File: src/rtl/sort_array_pkg.sv
// Shared definitions for the sorted insert array: FSM state encoding and
// the width of the priority field extracted from each entry.
// Imported by the interface-facing top and by every storage cell.
package sort_pkg;

  // Control FSM encoding (plain constants so older tools can read them too).
  localparam int ST_W = 2;
  localparam logic [ST_W-1:0] ST_IDLE  = 2'd0;
  localparam logic [ST_W-1:0] ST_CMP   = 2'd1;
  localparam logic [ST_W-1:0] ST_SHIFT = 2'd2;

  // Number of bits in the priority field [hi-1:lo].
  function automatic int pri_width(input int lo, input int hi);
    return hi - lo;
  endfunction

endpackage

File: src/rtl/sort_array_if.sv
// Insert / head / evict bundle of the sorted array.
// master: producer+consumer side (drives in_data/in_valid/pop).
// slave : the array itself (drives ready, head, status and evict outputs).
interface sort_array_if #(
  parameter int SORT_WIDTH = 32,
  parameter int DEPTH      = 8
);
  localparam int CNT_W = $clog2(DEPTH + 1);

  logic [SORT_WIDTH-1:0] in_data;
  logic                  in_valid;
  logic                  in_ready;
  logic [SORT_WIDTH-1:0] top_data;
  logic                  top_valid;
  logic                  pop;
  logic [CNT_W-1:0]      count;
  logic                  full;
  logic                  empty;
  logic [SORT_WIDTH-1:0] evict_data;
  logic                  evict_valid;

  modport master (
    output in_data, in_valid, pop,
    input  in_ready, top_data, top_valid, count, full, empty,
           evict_data, evict_valid
  );

  modport slave (
    input  in_data, in_valid, pop,
    output in_ready, top_data, top_valid, count, full, empty,
           evict_data, evict_valid
  );

endinterface

File: src/rtl/sort_array_cell.sv
// One slot of the sorted array: entry storage, valid bit, "new goes before me" flag.
// Latency: flag registered on cmp_en edge; contents move on shift_en/pop_en edge.
// Backpressure: none locally; the top FSM sequences cmp/shift/pop one at a time.
// Ports: stage_dat is the staged entry; prev_* / next_* are the neighbour cells
// toward head / tail; prev_keep says the head-side neighbour stays put on shift.
module sort_array_cell
  import sort_pkg::*;
#(
  parameter int SORT_WIDTH    = 32,
  parameter int PRI_POS_START = 0,
  parameter int PRI_POS_END   = 32,
  parameter int DESCENDING    = 0
) (
  input  logic                  clk,
  input  logic                  reset_n,
  input  logic                  cmp_en,
  input  logic                  shift_en,
  input  logic                  pop_en,
  input  logic [SORT_WIDTH-1:0] stage_dat,
  input  logic                  prev_keep,
  input  logic [SORT_WIDTH-1:0] prev_dat,
  input  logic                  prev_vld,
  input  logic [SORT_WIDTH-1:0] next_dat,
  input  logic                  next_vld,
  output logic [SORT_WIDTH-1:0] dat_q,
  output logic                  vld_q,
  output logic                  keep
);

  localparam int PRI_W = pri_width(PRI_POS_START, PRI_POS_END);

  logic [SORT_WIDTH-1:0] dat_d;
  logic                  vld_d;
  logic                  flag_q, flag_d;
  logic [PRI_W-1:0]      my_pri, stage_pri;
  logic                  new_first;

  assign my_pri    = dat_q[PRI_POS_END-1:PRI_POS_START];
  assign stage_pri = stage_dat[PRI_POS_END-1:PRI_POS_START];

  // Strict compare: an equal priority does not jump ahead, so equals keep
  // arrival order.
  assign new_first = (DESCENDING != 0) ? (stage_pri > my_pri)
                                       : (stage_pri < my_pri);

  // Occupied and ahead of the new entry: this cell holds still on shift.
  // Flags form a suffix over the valid region, so keep bits form a prefix.
  assign keep = vld_q && !flag_q;

  always_comb begin
    dat_d  = dat_q;
    vld_d  = vld_q;
    flag_d = flag_q;
    if (cmp_en) begin
      flag_d = vld_q && new_first;
    end
    if (shift_en && !keep) begin
      if (prev_keep) begin
        // First cell not kept: the staged entry lands here.
        dat_d = stage_dat;
        vld_d = 1'b1;
      end else begin
        dat_d = prev_dat;
        vld_d = prev_vld;
      end
    end
    if (pop_en) begin
      dat_d = next_dat;
      vld_d = next_vld;
    end
  end

  always_ff @(posedge clk or negedge reset_n) begin
    if (!reset_n) begin
      dat_q  <= '0;
      vld_q  <= 1'b0;
      flag_q <= 1'b0;
    end else begin
      dat_q  <= dat_d;
      vld_q  <= vld_d;
      flag_q <= flag_d;
    end
  end

endmodule

File: src/rtl/sort_array.sv
// Sorted insert array (priority queue): head = best priority, ties in arrival order.
// Latency: insert visible after the SHIFT edge (accept, CMP, SHIFT); pop takes effect on its edge.
// Backpressure: in_ready low while busy, while a pop is taken, or when full unless DROP_ON_FULL.
// Ports: clk, reset_n (async active-low), bus = sort_array_if.slave carrying
// insert handshake, head/pop, count/full/empty and the evict pulse.
module sort_array
  import sort_pkg::*;
#(
  parameter int SORT_WIDTH    = 32,
  parameter int DEPTH         = 8,
  parameter int PRI_POS_START = 0,
  parameter int PRI_POS_END   = 32,
  parameter int DESCENDING    = 0,
  parameter int DROP_ON_FULL  = 0
) (
  input  logic          clk,
  input  logic          reset_n,
  sort_array_if.slave   bus
);

  localparam int CNT_W = $clog2(DEPTH + 1);
  localparam logic [CNT_W-1:0] CNT_ONE  = CNT_W'(1);
  localparam logic [CNT_W-1:0] CNT_FULL = CNT_W'(DEPTH);

  logic [ST_W-1:0]       state_q, state_d;
  logic [SORT_WIDTH-1:0] stage_q, stage_d;
  logic [CNT_W-1:0]      count_q, count_d;
  logic [SORT_WIDTH-1:0] evict_dat_q, evict_dat_d;
  logic                  evict_vld_q, evict_vld_d;

  logic [SORT_WIDTH-1:0] cell_dat [DEPTH];
  logic [DEPTH-1:0]      cell_vld;
  logic [DEPTH-1:0]      cell_keep;

  logic cmp_en, shift_en, pop_en;
  logic full, empty, top_vld, in_rdy, fire_pop, fire_in;

  assign full     = (count_q == CNT_FULL);
  assign empty    = (count_q == '0);
  assign top_vld  = (state_q == ST_IDLE) && !empty;
  assign fire_pop = bus.pop && top_vld;
  // A taken pop owns the cycle; the insert waits for the next one.
  assign in_rdy   = (state_q == ST_IDLE) && !fire_pop
                    && (!full || (DROP_ON_FULL != 0));
  assign fire_in  = bus.in_valid && in_rdy;

  always_comb begin
    state_d     = state_q;
    stage_d     = stage_q;
    count_d     = count_q;
    evict_dat_d = evict_dat_q;
    evict_vld_d = 1'b0;
    cmp_en      = 1'b0;
    shift_en    = 1'b0;
    pop_en      = 1'b0;
    case (state_q)
      ST_IDLE: begin
        if (fire_pop) begin
          pop_en  = 1'b1;
          count_d = count_q - CNT_ONE;
        end else if (fire_in) begin
          stage_d = bus.in_data;
          state_d = ST_CMP;
        end
      end
      ST_CMP: begin
        cmp_en  = 1'b1;
        state_d = ST_SHIFT;
      end
      ST_SHIFT: begin
        shift_en = 1'b1;
        state_d  = ST_IDLE;
        if (cell_vld[DEPTH-1]) begin
          // Tail occupied: something falls off. If every cell is kept the
          // staged entry sorts last and is itself the casualty.
          evict_vld_d = 1'b1;
          evict_dat_d = cell_keep[DEPTH-1] ? stage_q : cell_dat[DEPTH-1];
        end else begin
          count_d = count_q + CNT_ONE;
        end
      end
      default: begin
        state_d = ST_IDLE;
      end
    endcase
  end

  always_ff @(posedge clk or negedge reset_n) begin
    if (!reset_n) begin
      state_q     <= ST_IDLE;
      stage_q     <= '0;
      count_q     <= '0;
      evict_dat_q <= '0;
      evict_vld_q <= 1'b0;
    end else begin
      state_q     <= state_d;
      stage_q     <= stage_d;
      count_q     <= count_d;
      evict_dat_q <= evict_dat_d;
      evict_vld_q <= evict_vld_d;
    end
  end

  for (genvar i = 0; i < DEPTH; i++) begin : g_cell
    logic [SORT_WIDTH-1:0] prev_dat, next_dat;
    logic                  prev_vld, next_vld, prev_keep;

    if (i == 0) begin : g_head
      // Nothing sits ahead of the head, so it takes the staged entry
      // whenever it is not itself kept.
      assign prev_dat  = '0;
      assign prev_vld  = 1'b0;
      assign prev_keep = 1'b1;
    end else begin : g_body
      assign prev_dat  = cell_dat[i-1];
      assign prev_vld  = cell_vld[i-1];
      assign prev_keep = cell_keep[i-1];
    end

    if (i == DEPTH - 1) begin : g_tail
      assign next_dat = '0;
      assign next_vld = 1'b0;
    end else begin : g_mid
      assign next_dat = cell_dat[i+1];
      assign next_vld = cell_vld[i+1];
    end

    sort_array_cell #(
      .SORT_WIDTH    (SORT_WIDTH),
      .PRI_POS_START (PRI_POS_START),
      .PRI_POS_END   (PRI_POS_END),
      .DESCENDING    (DESCENDING)
    ) u_cell (
      .clk       (clk),
      .reset_n   (reset_n),
      .cmp_en    (cmp_en),
      .shift_en  (shift_en),
      .pop_en    (pop_en),
      .stage_dat (stage_q),
      .prev_keep (prev_keep),
      .prev_dat  (prev_dat),
      .prev_vld  (prev_vld),
      .next_dat  (next_dat),
      .next_vld  (next_vld),
      .dat_q     (cell_dat[i]),
      .vld_q     (cell_vld[i]),
      .keep      (cell_keep[i])
    );
  end

  assign bus.in_ready    = in_rdy;
  assign bus.top_data    = cell_dat[0];
  assign bus.top_valid   = top_vld;
  assign bus.count       = count_q;
  assign bus.full        = full;
  assign bus.empty       = empty;
  assign bus.evict_data  = evict_dat_q;
  assign bus.evict_valid = evict_vld_q;

endmodule

File: src/flat_wrapper.sv
// flat-port wrapper written by rule: the top's interface ports become plain ports
module sort_array_flat import sort_pkg::*;
#(
  parameter int SORT_WIDTH    = 32,
  parameter int DEPTH         = 8,
  parameter int PRI_POS_START = 0,
  parameter int PRI_POS_END   = 32,
  parameter int DESCENDING    = 0,
  parameter int DROP_ON_FULL  = 0
)
  (clk, reset_n, bus_in_data, bus_in_valid, bus_pop, bus_in_ready, bus_top_data, bus_top_valid, bus_count, bus_full, bus_empty, bus_evict_data, bus_evict_valid);
  sort_array_if #(.SORT_WIDTH(SORT_WIDTH), .DEPTH(DEPTH)) bus_i ();
  input  logic clk;
  input  logic reset_n;
  input wire logic [$bits(bus_i.in_data)-1:0] bus_in_data;
  input wire logic [$bits(bus_i.in_valid)-1:0] bus_in_valid;
  input wire logic [$bits(bus_i.pop)-1:0] bus_pop;
  output wire logic [$bits(bus_i.in_ready)-1:0] bus_in_ready;
  output wire logic [$bits(bus_i.top_data)-1:0] bus_top_data;
  output wire logic [$bits(bus_i.top_valid)-1:0] bus_top_valid;
  output wire logic [$bits(bus_i.count)-1:0] bus_count;
  output wire logic [$bits(bus_i.full)-1:0] bus_full;
  output wire logic [$bits(bus_i.empty)-1:0] bus_empty;
  output wire logic [$bits(bus_i.evict_data)-1:0] bus_evict_data;
  output wire logic [$bits(bus_i.evict_valid)-1:0] bus_evict_valid;
  assign bus_i.in_data = bus_in_data;
  assign bus_i.in_valid = bus_in_valid;
  assign bus_i.pop = bus_pop;
  assign bus_in_ready = bus_i.in_ready;
  assign bus_top_data = bus_i.top_data;
  assign bus_top_valid = bus_i.top_valid;
  assign bus_count = bus_i.count;
  assign bus_full = bus_i.full;
  assign bus_empty = bus_i.empty;
  assign bus_evict_data = bus_i.evict_data;
  assign bus_evict_valid = bus_i.evict_valid;
  sort_array #(.SORT_WIDTH(SORT_WIDTH), .DEPTH(DEPTH), .PRI_POS_START(PRI_POS_START), .PRI_POS_END(PRI_POS_END), .DESCENDING(DESCENDING), .DROP_ON_FULL(DROP_ON_FULL)) u_core (.clk(clk), .reset_n(reset_n), .bus(bus_i));
endmodule
File: config.mk
export PLATFORM = sky130hd
export DESIGN_NAME = sort_array_flat
export DESIGN_NICKNAME = d
export VERILOG_FILES = /design/src/rtl/sort_array_pkg.sv /design/src/rtl/sort_array_if.sv /design/src/rtl/sort_array_cell.sv /design/src/rtl/sort_array.sv /design/src/flat_wrapper.sv
export SDC_FILE = /design/constraint.sdc
export NUM_CORES = 1
export LEC_CHECK = 0
export ABC_CLOCK_PERIOD_IN_PS = 4400
export BUFFER_PORTS_ARGS = -buffer_cell sky130_fd_sc_hd__buf_4
export CORE_ASPECT_RATIO = 2
export CORE_MARGIN = 2
export CORE_UTILIZATION = 40
export DETAILED_ROUTE_END_ITERATION = 10
export REMOVE_ABC_BUFFERS = 1
export SYNTH_ARGS = -nofsm -noshare
export SYNTH_HDL_FRONTEND = slang
export SYNTH_SLANG_ARGS = --single-unit
export TNS_END_PERCENT = 10
File: constraint.sdc
create_clock -name clk -period 4.4 [get_ports clk]
set_clock_uncertainty 0.15 [all_clocks]
set_input_delay 0.22 -clock clk [delete_from_list [all_inputs] [get_ports clk]]
set_output_delay 0.22 -clock clk [all_outputs]
set_load 0.02 [all_outputs]
==> impl_metrics.env, run 1 <==
export IMPL_status="completed"
export IMPL_area_growth_pct=11.7
export IMPL_p_comb_share_pct=52.6
export IMPL_final_cell_area_um2=26700
export IMPL_seq_power_share_pct=32.4
export IMPL_rr_endpoint="u_core.g_cell[6].u_cell.dat_q[20]"
export IMPL_path_buf_inv=3
export IMPL_grt_pass1_vias=21312
export IMPL_grt_max_degree=266
export IMPL_start_util_pct=40.4
export IMPL_dieArea_um2=61800
export IMPL_wire_per_inst_um=19.1
export IMPL_r2r_cells=6
export IMPL_start_kind="flip-flop"
export IMPL_die_w_um=177
export IMPL_vias_per_cell=5.64
export IMPL_fin_setup_tns_ps=0
export IMPL_leakagePower_nw=12.2
export IMPL_min_period_over_period_pct=72.3
export IMPL_cts_root_buf="clkbuf_16"
export IMPL_ant_nets=0
export IMPL_p_int_mw=11.5
export IMPL_grtUsageTotal_pct=21.9
export IMPL_firstDrtPassIters=5
export IMPL_maxSlewViolCount=0
export IMPL_htreeDepth=2
export IMPL_post_cts_setup_buffer_count=0
export IMPL_antenna_diode_count=0
export IMPL_placed_area_um2=25100
export IMPL_synth_avg_cell_area_um2=8.71
export IMPL_cp_required_ps=4630
export IMPL_remaining_drc_errors=0
export IMPL_gp_congestion=0.859
export IMPL_fp_row_count=126
export IMPL_drv_cap=0
export IMPL_crit_path_top_delay_cell="buf_4"
export IMPL_fmax_ghz=0.314
export IMPL_yosysTopAreaCell="dfrtp_1"
export IMPL_utilization_pct=45.2
export IMPL_power_frac_clock_pct=15.0
export IMPL_min_path_type="in -> async"
export IMPL_synth_common_cells="dfrtp_1, nand2_1, a21oi_1"
export IMPL_slew_headroom_pct=16.1
export IMPL_cts_buffer_depth=3
export IMPL_die_y_um=350
export IMPL_crit_chain="nor4_4, nor4b_4, buf_4, buf_4, buf_4, o21ai_0"
export IMPL_vias=20090
export IMPL_grt_pass1_wl_um=109000
export IMPL_worstSetupEndpointType="flip-flop"
export IMPL_cts_tree="built"
export IMPL_setup_viol=0
export IMPL_antenna_found_initial=0
export IMPL_p_switching_mw=10.7
export IMPL_nNetsFinal=3052
export IMPL_finalCriticalPeriod_ps=3180
export IMPL_cts_made_buffers=37
export IMPL_tightest_slew_ps=1260
export IMPL_grt_overflow_total=0
export IMPL_finalHoldViolations=0
export IMPL_synth_area_um2=23900
export IMPL_port_buffer_count=108
export IMPL_seq_area_frac_synth_pct=35.9
export IMPL_clkSinkCount=343
export IMPL_drt_total_wl_um=68000
export IMPL_dpl_hpwl_um=50300
export IMPL_ir_drop_mv=0.485
export IMPL_synth_ff_type="dfrtp_1"
export IMPL_async_reset_ff_share_pct=100
export IMPL_clk_latency_ps=550
export IMPL_synth_edf_count=0
export IMPL_worst_setup_path_type="reg -> reg"
export IMPL_swShare_pct=48.2
export IMPL_placed_cells=3461
export IMPL_rr_startpoint="u_core.bus.count[0]"
export IMPL_drtIter0Drc=1097
export IMPL_cp_common_cell="buf_4"
export IMPL_crit_arrival_ps=3410
export IMPL_ys_top_cells_by_area="dfrtp_1, ha_1, mux2i_1"
export IMPL_synth_most_common_cell="dfrtp_1"
export IMPL_power_density_nw_per_um2=835
export IMPL_layout_cells_non_filler=3560
export IMPL_synth_top_cell_area_share_pct=35.9
export IMPL_yosys_warnings=0
export IMPL_reg2reg_slack_ps=1220
export IMPL_critical_path_max_fanout=73
export IMPL_rsz0062_at_grt="false"
export IMPL_max_stage_delay_ps=710
export IMPL_syn_inst=2744
export IMPL_crit_family="buffers and inverters"
export IMPL_ys_ff_latch=343
export IMPL_drive_gt1_share_pct=9.89
export IMPL_ys_types=52
export IMPL_coreArea_um2=59100
export IMPL_pin_count=109
export IMPL_clk_pin_slew_ps=60
[routing by layer]
layer / up-vias / wire length (um) / GRT usage [%] / share of wire [%]
met4: 0 / 3930 / 12.3 / 5.8
met5: - / 0 / 0 / 0
li1: 9537 / - / - / -
met1: 9861 / 24100 / 21.7 / 35
met2: 439 / 38000 / 43.4 / 56
met3: 253 / 1930 / 2.19 / 2.8
[area by class of cell]
cell class	count	area, um^2
multi-input combinational	1948	13500
sequential	343	8580
timing repair buffer	169	1400
clock inverter	13	173
inverter	266	1000
clock buffer	53	1100
tap	768	961
fill	5749	32400
[placed cells by master, fill, tap and decap left out, types with 12 or more instances in the layout]
cell type / n
buf_4: 132
mux2i_1: 258
inv_1: 265
nor2_1: 231
a221oi_1: 17
nand4_1: 24
o21ai_1: 14
mux2_4: 29
nand3_1: 21
dlygate4sd3_1: 33
dfrtp_1: 342
a21oi_1: 274
a221o_1: 35
nor3_1: 53
o21ai_0: 238
ha_1: 250
o21a_1: 19
clkbuf_16: 37
nand2_1: 322
a211oi_2: 20
a211oi_1: 12
a21o_1: 12
nand2b_1: 17
[logic make-up after synthesis]
logic type	after synthesis	share of synthesized area (%)
AOI/OAI and AO/OA	692	17.3
muxes	292	12.9
xor gates and xnor gates	3	0.110
and+or+nand+nor	710	12.7
buffers and inverters	453	7.89
DFF	343	35.9
adders and majority gates	251	13.2
[stage by stage]
stage | worst slack (ps) | hold slack, ps | power [mW]
final | 1220 | 178 | 22.3
after global routing | 985 | 258 | 24.2
after CTS | 1240 | 219 | 22.4
after detailed placement | 1270 | 209 | 18.9
after global placement | 1400 | 191 | 18.2
after floorplan | -8770 | -226 | 13.3
[sequential cells by signal, summed over array words and instances (netlist names)]
register	flops
u_core.bus.count	4
u_core.bus.evict_data	32
u_core.bus.evict_valid	1
u_core.g_cell.u_cell.dat_q	256
u_core.g_cell.u_cell.flag_q	8
u_core.g_cell.u_cell.vld_q	8
u_core.stage_q	32
u_core.state_q	2
[worst max path at each step]
| stage | startpoint | endpoint | slack, ps | cells past startpoint |
|---|---|---|---|---|
| floorplan | u_core.bus.count[0] | u_core.stage_q[0] | -8770 | 5 |
| global placement | u_core.bus.count[0] | u_core.g_cell[6].u_cell.dat_q[20] | 1400 | 6 |
| detailed placement | u_core.bus.count[0] | u_core.g_cell[6].u_cell.dat_q[20] | 1270 | 6 |
| CTS | u_core.bus.count[0] | u_core.g_cell[6].u_cell.dat_q[20] | 1240 | 6 |
| global route | u_core.bus.count[0] | u_core.g_cell[6].u_cell.dat_q[7] | 980 | 6 |
| finish | u_core.bus.count[0] | u_core.g_cell[6].u_cell.dat_q[20] | 1220 | 6 |
[power groups by stage]
stage	Clock (mW)	Sequential (mW)	Combinational [mW]
final	3.34	7.22	11.7
after CTS	3.42	7.21	11.8
after global routing	3.52	7.39	13.3
after detailed placement	0	7.26	11.7
after floorplan	0	6.02	7.25
after global placement	0	7.22	11.0
[timing repair]
item / in CTS / in global routing
hold buffers: 33 / 0
gates resized for setup: 0 / 0
endpoints found under the hold margin: 139 / 0
(Power assumes the default switching activity.)
==> inputs of run 2 (changes only) <==
--- a/config.mk
+++ b/config.mk
@@ -5,7 +5,7 @@
 export SDC_FILE = /design/constraint.sdc
 export NUM_CORES = 1
 export LEC_CHECK = 0
-export ABC_CLOCK_PERIOD_IN_PS = 4400
+export ABC_CLOCK_PERIOD_IN_PS = 2600
 export BUFFER_PORTS_ARGS = -buffer_cell sky130_fd_sc_hd__buf_4
 export CORE_ASPECT_RATIO = 2
 export CORE_MARGIN = 2
==> constraint.sdc (replaced) <==
create_clock -name clk -period 2.6 [get_ports clk]
set_clock_uncertainty 0.15 [all_clocks]
set_input_delay 0.13 -clock clk [delete_from_list [all_inputs] [get_ports clk]]
set_output_delay 0.13 -clock clk [all_outputs]
set_load 0.02 [all_outputs]
==> run 2 against run 1 <==
Effect of this change: setup slack got worse by 1100 ps; register-to-register slack got worse by 1100 ps; routed wire length grew 2.1%; combinational power is 90% higher; clock power increased by 66%; global-route usage up 0.58 points; fmax grew 31%; sequential power is 55% higher; cell count grew 1.9%.
==> impl_metrics.env, run 2 (synthesized netlist as in run 1, its figures left out) <==
export IMPL_dp_slack_ps=233
export IMPL_fmax_ghz=0.411
export IMPL_rr_startpoint="u_core.stage_q[12]"
export IMPL_port_buffer_count=108
export IMPL_clk_latency_ps=550
export IMPL_max_stage_delay_ps=560
export IMPL_final_cell_mix="dfrtp_1, nand2_1, a21oi_1"
export IMPL_fin_setup_tns_ps=0
export IMPL_crit_path_top_delay_cell="dfrtp_1"
export IMPL_pin_count=109
export IMPL_start_kind="flip-flop"
export IMPL_p_total_mw=39.0
export IMPL_clk_pin_slew_ps=60
export IMPL_leakagePower_nw=12.6
export IMPL_vias_per_cell=5.62
export IMPL_min_path_type="in -> reg"
export IMPL_antenna_found_initial=0
export IMPL_ir_drop_mv=0.834
export IMPL_n_fill_cell=5753
export IMPL_cts_tree="built"
export IMPL_firstDrtPassIters=6
export IMPL_maxSlewViolCount=0
export IMPL_tightest_slew_ps=890
export IMPL_clkSinkCount=343
export IMPL_worst_setup_path_type="reg -> reg"
export IMPL_worstSetupEndpointType="flip-flop"
export IMPL_finalHoldViolations=0
export IMPL_grt_pass1_vias=21861
export IMPL_wire_per_inst_um=19.1
export IMPL_fp_row_count=126
export IMPL_drv_cap=0
export IMPL_hold_path_startpoint="bus_pop"
export IMPL_post_cts_setup_buffer_count=0
export IMPL_hold_depth=5
export IMPL_grt_overflow_total=0
export IMPL_multiInputGateArea_um2=13500
export IMPL_busiest_layer="met2"
export IMPL_cts_buffer_depth=3
export IMPL_finalCriticalPeriod_ps=2430
export IMPL_setup_ws_ps=166
export IMPL_start_util_pct=40.4
export IMPL_drt_total_wl_um=69500
export IMPL_dpl_hpwl_um=51900
export IMPL_use_met2_pct=44.1
export IMPL_hold_buffers=35
export IMPL_remaining_drc_errors=0
export IMPL_power_density_nw_per_um2=1410
export IMPL_met1_usage_pct=22.7
export IMPL_ant_nets=0
export IMPL_placed_area_um2=26000
export IMPL_drtIter0Drc=889
export IMPL_rsz0062_at_grt="false"
export IMPL_drive_gt1_share_pct=11.9
export IMPL_vias=20388
export IMPL_area_growth_pct=15.4
export IMPL_final_common_cell="dfrtp_1"
export IMPL_regMostFlops="u_core.g_cell.u_cell.dat_q"
export IMPL_nNetsFinal=3120
export IMPL_layout_cells_non_filler=3629
export IMPL_cp_required_ps=2850
export IMPL_antenna_diode_count=0
export IMPL_crit_arrival_ps=2680
export IMPL_setup_viol=0
export IMPL_die_y_um=350
export IMPL_grt_pass1_wl_um=111000
export IMPL_seq_area_um2=8580
export IMPL_htreeDepth=2
export IMPL_r2r_cells=7
export IMPL_placed_cells=3526
export IMPL_critical_path_max_fanout=9
export IMPL_die_w_um=177
export IMPL_grt_max_degree=66
export IMPL_dieArea_um2=61800
export IMPL_cts_made_buffers=38
export IMPL_largest_register_ffs=256
export IMPL_status="completed"
export IMPL_grt_use_met3_pct=2.00
export IMPL_utilization_pct=46.7
export IMPL_cts_resized=0
export IMPL_hold_end="u_core.g_cell[6].u_cell.dat_q[25]"
export IMPL_final_cell_area_um2=27600
export IMPL_slew_headroom_pct=40.7
export IMPL_grtUsageTotal_pct=22.5
export IMPL_rr_endpoint="u_core.g_cell[7].u_cell.flag_q"
export IMPL_gp_congestion=0.901
export IMPL_min_period_over_period_pct=93.6
export IMPL_hold_slack_ps=43.1
export IMPL_coreArea_um2=59100
export IMPL_cts_root_buf="clkbuf_16"
export IMPL_crit_chain="buf_4, ha_1, nand4_1, nor3_1, nand2_1, o211ai_1, a41oi_1"
export IMPL_reg2reg_slack_ps=170
## run 2: cell types whose count changed in the layout (fill, tap and decap cells not counted)
cell           delta
buf_12           +32
buf_4            +34
bufinv_16         -3
clkbuf_1          +4
clkbuf_16         +4
clkbuf_8          -3
clkinvlp_4        +1
dlygate4sd3_1     +1
inv_6             -1
## run 2: worst max-delay path by stage
stage,from,to,slack (ps),cells past startpoint
floorplan,u_core.bus.count[0],u_core.stage_q[0],-10570,5
global placement,u_core.stage_q[12],u_core.g_cell[7].u_cell.flag_q,240,7
detailed placement,u_core.stage_q[12],u_core.g_cell[7].u_cell.flag_q,230,7
CTS,u_core.stage_q[12],u_core.g_cell[7].u_cell.flag_q,220,7
global route,u_core.stage_q[19],u_core.g_cell[6].u_cell.flag_q,30,6
finish,u_core.stage_q[12],u_core.g_cell[7].u_cell.flag_q,170,7
## run 2: final cells by class
| cell class | count | area share (%) |
|---|---|---|
| repair buffers | 236 | 8.35 |
| clock inverters | 10 | 0.295 |
| clock buffers | 58 | 4.24 |
| multi-input cells | 1948 | 48.9 |
| flip-flops and latches | 343 | 31.1 |
| inverters | 266 | 3.63 |
| well taps | 768 | 3.48 |
## run 2: per-layer routing
layer	up-vias	share of wire, %
met3	254	2.5
met5	-	0
li1	9674	-
met1	10028	36
met2	432	55
met4	0	6.1
## run 2: critical path: cells and delay by family, from the launching register on
| family | cells | cell delay [ps] |
|---|---|---|
| compound gates | 2 | 500 |
| fa+ha+maj | 1 | 290 |
| simple gates | 3 | 490 |
| flops | 1 | 560 |
| buf+inv | 1 | 290 |
## run 2: where the power goes
part	internal (mW)	total (mW)	switching [mW]	leakage (nW)
combinational	9.68	22.2	12.5	7.48
clock	3.21	5.56	2.36	0.620
sequential	7.62	11.2	3.59	4.51
total	20.5	39.0	18.5	12.6
